[src/rtl/lsu_ctrl.sv]
// Load/store controller: byte/half/word accesses to a word-wide data memory,
// read-modify-write for sub-word stores, sign/zero extension for loads.
module lsu_ctrl #(
   parameter int D_WIDTH = 32,
   parameter int A_WIDTH = 32
) (
   input  logic               i_clk,
   input  logic               i_rst,
   input  logic               i_req_valid,
   output logic               o_req_ready,
   input  logic               i_req_we,
   input  logic [1:0]         i_req_size,
   input  logic               i_req_unsigned,
   input  logic [A_WIDTH-1:0] i_req_addr,
   input  logic [D_WIDTH-1:0] i_req_wdata,
   output logic               o_resp_valid,
   output logic [D_WIDTH-1:0] o_resp_rdata,
   output logic               o_resp_err,
   output logic               o_mem_we,
   output logic [A_WIDTH-1:0] o_mem_w_addr,
   output logic [D_WIDTH-1:0] o_mem_w_data,
   output logic               o_mem_re,
   output logic [A_WIDTH-1:0] o_mem_r_addr,
   input  logic [D_WIDTH-1:0] i_mem_r_data
);

   typedef enum logic [2:0] {
      S_IDLE,
      S_LOAD,
      S_RMW_RD,
      S_WRITE,
      S_RESP
   } state_t;

   state_t r_state;
   state_t w_next;

   logic               r_we;
   logic [1:0]         r_size;
   logic               r_uns;
   logic [A_WIDTH-1:0] r_addr;
   logic [D_WIDTH-1:0] r_wdata;
   logic [D_WIDTH-1:0] r_buf;
   logic [D_WIDTH-1:0] r_rdata;
   logic               r_err;

   logic               w_hs;
   logic               w_misal;
   logic [4:0]         w_shift;
   logic [D_WIDTH-1:0] w_lane;
   logic [D_WIDTH-1:0] w_ext;
   logic [D_WIDTH-1:0] w_mask;
   logic [D_WIDTH-1:0] w_ins;
   logic [D_WIDTH-1:0] w_merge;
   logic [A_WIDTH-1:0] w_waddr;

   assign w_hs    = i_req_valid & o_req_ready;
   assign w_misal = (i_req_size == 2'b11)
                  | ((i_req_size == 2'b01) & i_req_addr[0])
                  | ((i_req_size == 2'b10) & (i_req_addr[1:0] != 2'b00));

   assign w_waddr = {r_addr[A_WIDTH-1:2], 2'b00};
   assign w_shift = {r_addr[1:0], 3'b000};

   // Bring the addressed lane down to bit 0, then extend by size.
   assign w_lane = i_mem_r_data >> w_shift;

   always_comb begin
      w_ext = w_lane;
      case (r_size)
         2'b00: w_ext = r_uns ? {24'h0, w_lane[7:0]}
                              : {{24{w_lane[7]}}, w_lane[7:0]};
         2'b01: w_ext = r_uns ? {16'h0, w_lane[15:0]}
                              : {{16{w_lane[15]}}, w_lane[15:0]};
         default: w_ext = w_lane;
      endcase
   end

   assign w_mask  = (r_size == 2'b00) ? (32'h0000_00FF << w_shift)
                                      : (32'h0000_FFFF << w_shift);
   assign w_ins   = r_wdata << w_shift;
   assign w_merge = (r_buf & ~w_mask) | (w_ins & w_mask);

   assign o_mem_w_addr = w_waddr;
   assign o_mem_r_addr = w_waddr;
   assign o_mem_w_data = (r_size == 2'b10) ? r_wdata : w_merge;
   assign o_resp_rdata = r_rdata;
   assign o_resp_err   = r_err;

   always_ff @(posedge i_clk or posedge i_rst) begin
      if (i_rst) r_state <= S_IDLE;
      else       r_state <= w_next;
   end

   always_comb begin
      w_next       = r_state;
      o_req_ready  = 1'b0;
      o_mem_re     = 1'b0;
      o_mem_we     = 1'b0;
      o_resp_valid = 1'b0;
      case (r_state)
         S_IDLE: begin
            o_req_ready = 1'b1;
            if (w_hs) begin
               if (w_misal)                   w_next = S_RESP;
               else if (!i_req_we)            w_next = S_LOAD;
               else if (i_req_size == 2'b10)  w_next = S_WRITE;
               else                           w_next = S_RMW_RD;
            end
         end
         S_LOAD: begin
            o_mem_re = 1'b1;
            w_next   = S_RESP;
         end
         S_RMW_RD: begin
            o_mem_re = 1'b1;
            w_next   = S_WRITE;
         end
         S_WRITE: begin
            o_mem_we = 1'b1;
            w_next   = S_RESP;
         end
         S_RESP: begin
            o_resp_valid = 1'b1;
            w_next       = S_IDLE;
         end
         default: w_next = S_IDLE;
      endcase
   end

   always_ff @(posedge i_clk or posedge i_rst) begin
      if (i_rst) begin
         r_we    <= 1'b0;
         r_size  <= 2'b00;
         r_uns   <= 1'b0;
         r_addr  <= '0;
         r_wdata <= '0;
         r_buf   <= '0;
         r_rdata <= '0;
         r_err   <= 1'b0;
      end else begin
         if (w_hs) begin
            r_we    <= i_req_we;
            r_size  <= i_req_size;
            r_uns   <= i_req_unsigned;
            r_addr  <= i_req_addr;
            r_wdata <= i_req_wdata;
            if (w_misal) begin
               r_err   <= 1'b1;
               r_rdata <= '0;
            end
         end
         if (r_state == S_LOAD) begin
            r_rdata <= w_ext;
            r_err   <= 1'b0;
         end
         if (r_state == S_RMW_RD) r_buf <= i_mem_r_data;
         if (r_state == S_WRITE) begin
            r_rdata <= '0;
            r_err   <= 1'b0;
         end
      end
   end

endmodule

[config.mk]
export PLATFORM = sky130hd
export DESIGN_NAME = lsu_ctrl
export DESIGN_NICKNAME = d
export VERILOG_FILES = /design/src/rtl/lsu_ctrl.sv
export SDC_FILE = /design/constraint.sdc
export NUM_CORES = 1
export LEC_CHECK = 0
export BUFFER_PORTS_ARGS = -buffer_cell sky130_fd_sc_hd__buf_2
export CELL_PAD_IN_SITES_DETAIL_PLACEMENT = 1
export CELL_PAD_IN_SITES_GLOBAL_PLACEMENT = 1
export CORE_MARGIN = 3
export CORE_UTILIZATION = 25
export CTS_CLUSTER_SIZE = 28
export DETAILED_ROUTE_END_ITERATION = 8
export MAX_ROUTING_LAYER = met4
export PLACE_DENSITY_LB_ADDON = 0.1
export SYNTH_ARGS = -nofsm -noshare
export SYNTH_HDL_FRONTEND = slang
export SYNTH_SLANG_ARGS = --single-unit
[constraint.sdc]
create_clock -name i_clk -period 5.62 [get_ports i_clk]
set_input_delay 0.281 -clock i_clk [delete_from_list [all_inputs] [get_ports i_clk]]
set_output_delay 0.281 -clock i_clk [all_outputs]
set_load 0.005 [all_outputs]
==> results.sh <==
export IMPL_startpoint_type="register"
export IMPL_synthCells=564
export IMPL_intPower_mw=3.45
export IMPL_syn_area_sq_mm=0.00680
export IMPL_power_switching_mw=2.07
export IMPL_io_pins=236
export IMPL_cts_tree="done"
export IMPL_via_count=5026
export IMPL_p_leak_nw=3.94
export IMPL_synth_main_ff_cell="dfrtp_1"
export IMPL_layout_common_cells="buf_2 (231), dfrtp_1 (134), mux2_2 (130)"
export IMPL_synthArstFlopShare=1.00
export IMPL_dr_pass1_iters=4
export IMPL_postCtsSetupRepairBufs=0
export IMPL_drive_gt1_frac=0.555
export IMPL_cts_resized=0
export IMPL_regArea_sq_mm=0.00338
export IMPL_crit_chain="nand2b_1, o21ai_1, nor2_1, o21ai_0, buf_2"
export IMPL_critical_path_top_delay_family="flip-flops"
export IMPL_fillers=2964
export IMPL_dp_hpwl_mm=16.8
export IMPL_fp_dieW_um=171
export IMPL_die_height_um=171
export IMPL_yosys_area_share_adder=0
export IMPL_ant_nets=0
export IMPL_drc=0
export IMPL_slowest_stage="dfrtp_2"
export IMPL_combPwrFrac=0.443
export IMPL_setup_tns_ps=0
export IMPL_cts_hold_buf=0
export IMPL_timing_worst_setup_path_type="register to primary output"
export IMPL_port_buffers=231
export IMPL_synth_edf_count=0
export IMPL_cp_num_buf_inv=1
export IMPL_ys_types=38
export IMPL_synth_xor_area_share=0
export IMPL_grt_pass1_wl_mm=33.5
export IMPL_critPathMaxFanout=40
export IMPL_rsz0062_at_grt="no"
export IMPL_synth_seq_cells=135
export IMPL_avgSynthCellArea_sq_um=12.1
export IMPL_synth_top_family_by_area="multiplexers"
export IMPL_numCtsBuffers=17
export IMPL_stdcell_area_sq_mm=0.00843
export IMPL_place_congestion=0.787
export IMPL_cts_htree_levels=4
export IMPL_required_ps=5340
export IMPL_grt_pass1_vias=5639
export IMPL_clock_path_buffers=2
export IMPL_drt_first_iter_violations=146
export IMPL_clkTransAtPathRegs_ps=60
export IMPL_final_common_cell="buf_2"
export IMPL_row_count=59
export IMPL_status="finished, final reports clean"
export IMPL_initial_core_util=0.257
export IMPL_multi_input_area_sq_mm=0.00278
export IMPL_ys_seq_area_frac=0.497
export IMPL_swShare=0.375
export IMPL_core_sq_mm=0.0264
export IMPL_synth_mux_area_frac=0.244
export IMPL_report_power_total_mw=5.51
export IMPL_vdd_ir_drop_max_uv=224
export IMPL_wl_per_cell_um=21.1
export IMPL_cts_sinks=135
export IMPL_dp_cells=1038
export IMPL_slowest_delay_ps=1010
export IMPL_fin_nets=825
export IMPL_max_freq_mhz=314
export IMPL_critical_path_arrival_ps=2900
export IMPL_synth_compound_area_frac=0.109
export IMPL_period_needed_ps=3190
export IMPL_instances_no_fill=1071
export IMPL_slew_violations=0
export IMPL_timing_hold_ws_ps=13.3
export IMPL_power_density_mw_per_mm2=654
export IMPL_die_area_sq_mm=0.0292
export IMPL_drt_vias_per_instance=4.69
export IMPL_root_buffer="clkbuf_16"
export IMPL_synthToLayoutAreaGrowth_pct=24.0
export IMPL_max_slew_margin=0.348
export IMPL_clkLatencyLatePin_ps=420
export IMPL_synth_simple_gate_area_share=0.0519
export IMPL_ys_warn_count=0
export IMPL_hold_path_class="primary input to async pin"
export IMPL_dpl_cell_area_sq_mm=0.00781
export IMPL_endpoint_kind="primary output"
export IMPL_fin_skew_ps=9.25
export IMPL_totalWireLength_mm=22.6
export IMPL_antenna_found_initial=1
export IMPL_overflow=0
export IMPL_drv_cap=0
export IMPL_power_frac_clock=0.219
export IMPL_grt_usage=0.156
export IMPL_final_setup_viol_count=0
export IMPL_worst_slew_pin_slew_ps=978
export IMPL_post_route_period_util=0.567
export IMPL_p_seq_frac=0.337
export IMPL_grt_max_degree=84
export IMPL_hold_viol=0
-- stage by stage --
stage / utilization / setup slack (ps)
after floorplan: - / 1730
after global placement: 0.296 / 2820
after detailed placement: 0.296 / 2810
after CTS: 0.319 / 2360
after global routing: 0.319 / 2240
final: 0.319 / 2430
-- metal layers --
| metal | global-route usage | vias up | wire [um] |
|---|---|---|---|
| li1 | - | 2293 | - |
| met1 | 0.192 | 2555 | 9980 |
| met2 | 0.264 | 161 | 11300 |
| met3 | 0.0296 | 17 | 1020 |
| met4 | 0.0420 | 0 | 342 |
| met5 | - | - | 0 |
-- sequential cells by signal, indices dropped and copies added (netlist names) --
register,cells
o_resp_rdata,32
r_addr,32
r_buf,32
r_wdata,32
r_state,3
r_size,2
o_resp_err,1
r_uns,1
-- power by group through the flow --
stage / registers [mW] / clock network (mW) / logic, mW
floorplan: 1.66 / 0 / 1.87
global placement: 1.87 / 0 / 2.47
detailed placement: 1.89 / 0 / 2.51
CTS: 1.87 / 1.24 / 2.52
global route: 1.94 / 1.29 / 2.72
finish: 1.86 / 1.21 / 2.44
-- final timing paths --
path	from	endpoint	slack (ps)	cells past startpoint
max reg2reg	r_addr[0]$_DFFE_PP0P_	o_resp_rdata[27]$_DFFE_PP0P_	2890	4
min reg2reg	o_resp_rdata[11]$_DFFE_PP0P_	o_resp_rdata[11]$_DFFE_PP0P_	490	1
min in group i_clk	i_req_addr[4]	r_addr[4]$_DFFE_PP0P_	90	2
max in group asynchronous	i_rst	o_resp_rdata[29]$_DFFE_PP0P_	4340	3
max	r_addr[0]$_DFFE_PP0P_	o_mem_w_data[23]	2430	5
min	i_rst	r_wdata[30]$_DFFE_PP0P_	10	2
-- cell usage after synthesis (3+ instances only) --
cell	number	area, sq um
a21oi_1	4	20.0
a221o_1	16	160
a221oi_1	7	61.3
a22o_1	8	70.1
buf_2	13	65.1
buf_4	64	480
clkbuf_1	21	78.8
dfrtp_1	135	3380
inv_1	5	18.8
mux2_2	130	1460
mux2i_1	17	170
nand2_1	31	116
nand2b_1	3	18.8
nor2_1	17	63.8
nor2b_1	4	25.0
nor3_1	6	30.0
o21ai_0	39	195
o221ai_1	8	70.1
o2bb2ai_1	8	70.1
o31ai_1	7	52.6
-- worst reg2reg max path: stages, from the launching register on --
cell	delay (ps)
dfrtp_2	1010
mux4_2	620
and3b_1	290
a32o_2	400
a221o_1	300
-- area by class of cell --
class                      instances  share of cell area
tap                              335              0.0497
clock inverter                    12              0.0208
antenna                            1            0.000297
sequential                       135               0.401
inverter                           5             0.00282
clock buffer                      20              0.0530
multi-input combinational        325               0.329
timing repair buffer             238               0.143
-- logic make-up after synthesis --
kind of cell           after synthesis
AND/OR/NAND/NOR                     71
multiplexers                       148
flip-flops                         135
other                                1
AO/OA/AOI/OAI                      102
buffers and inverters              107
Note: power is estimated with default switching activity, not from simulation.
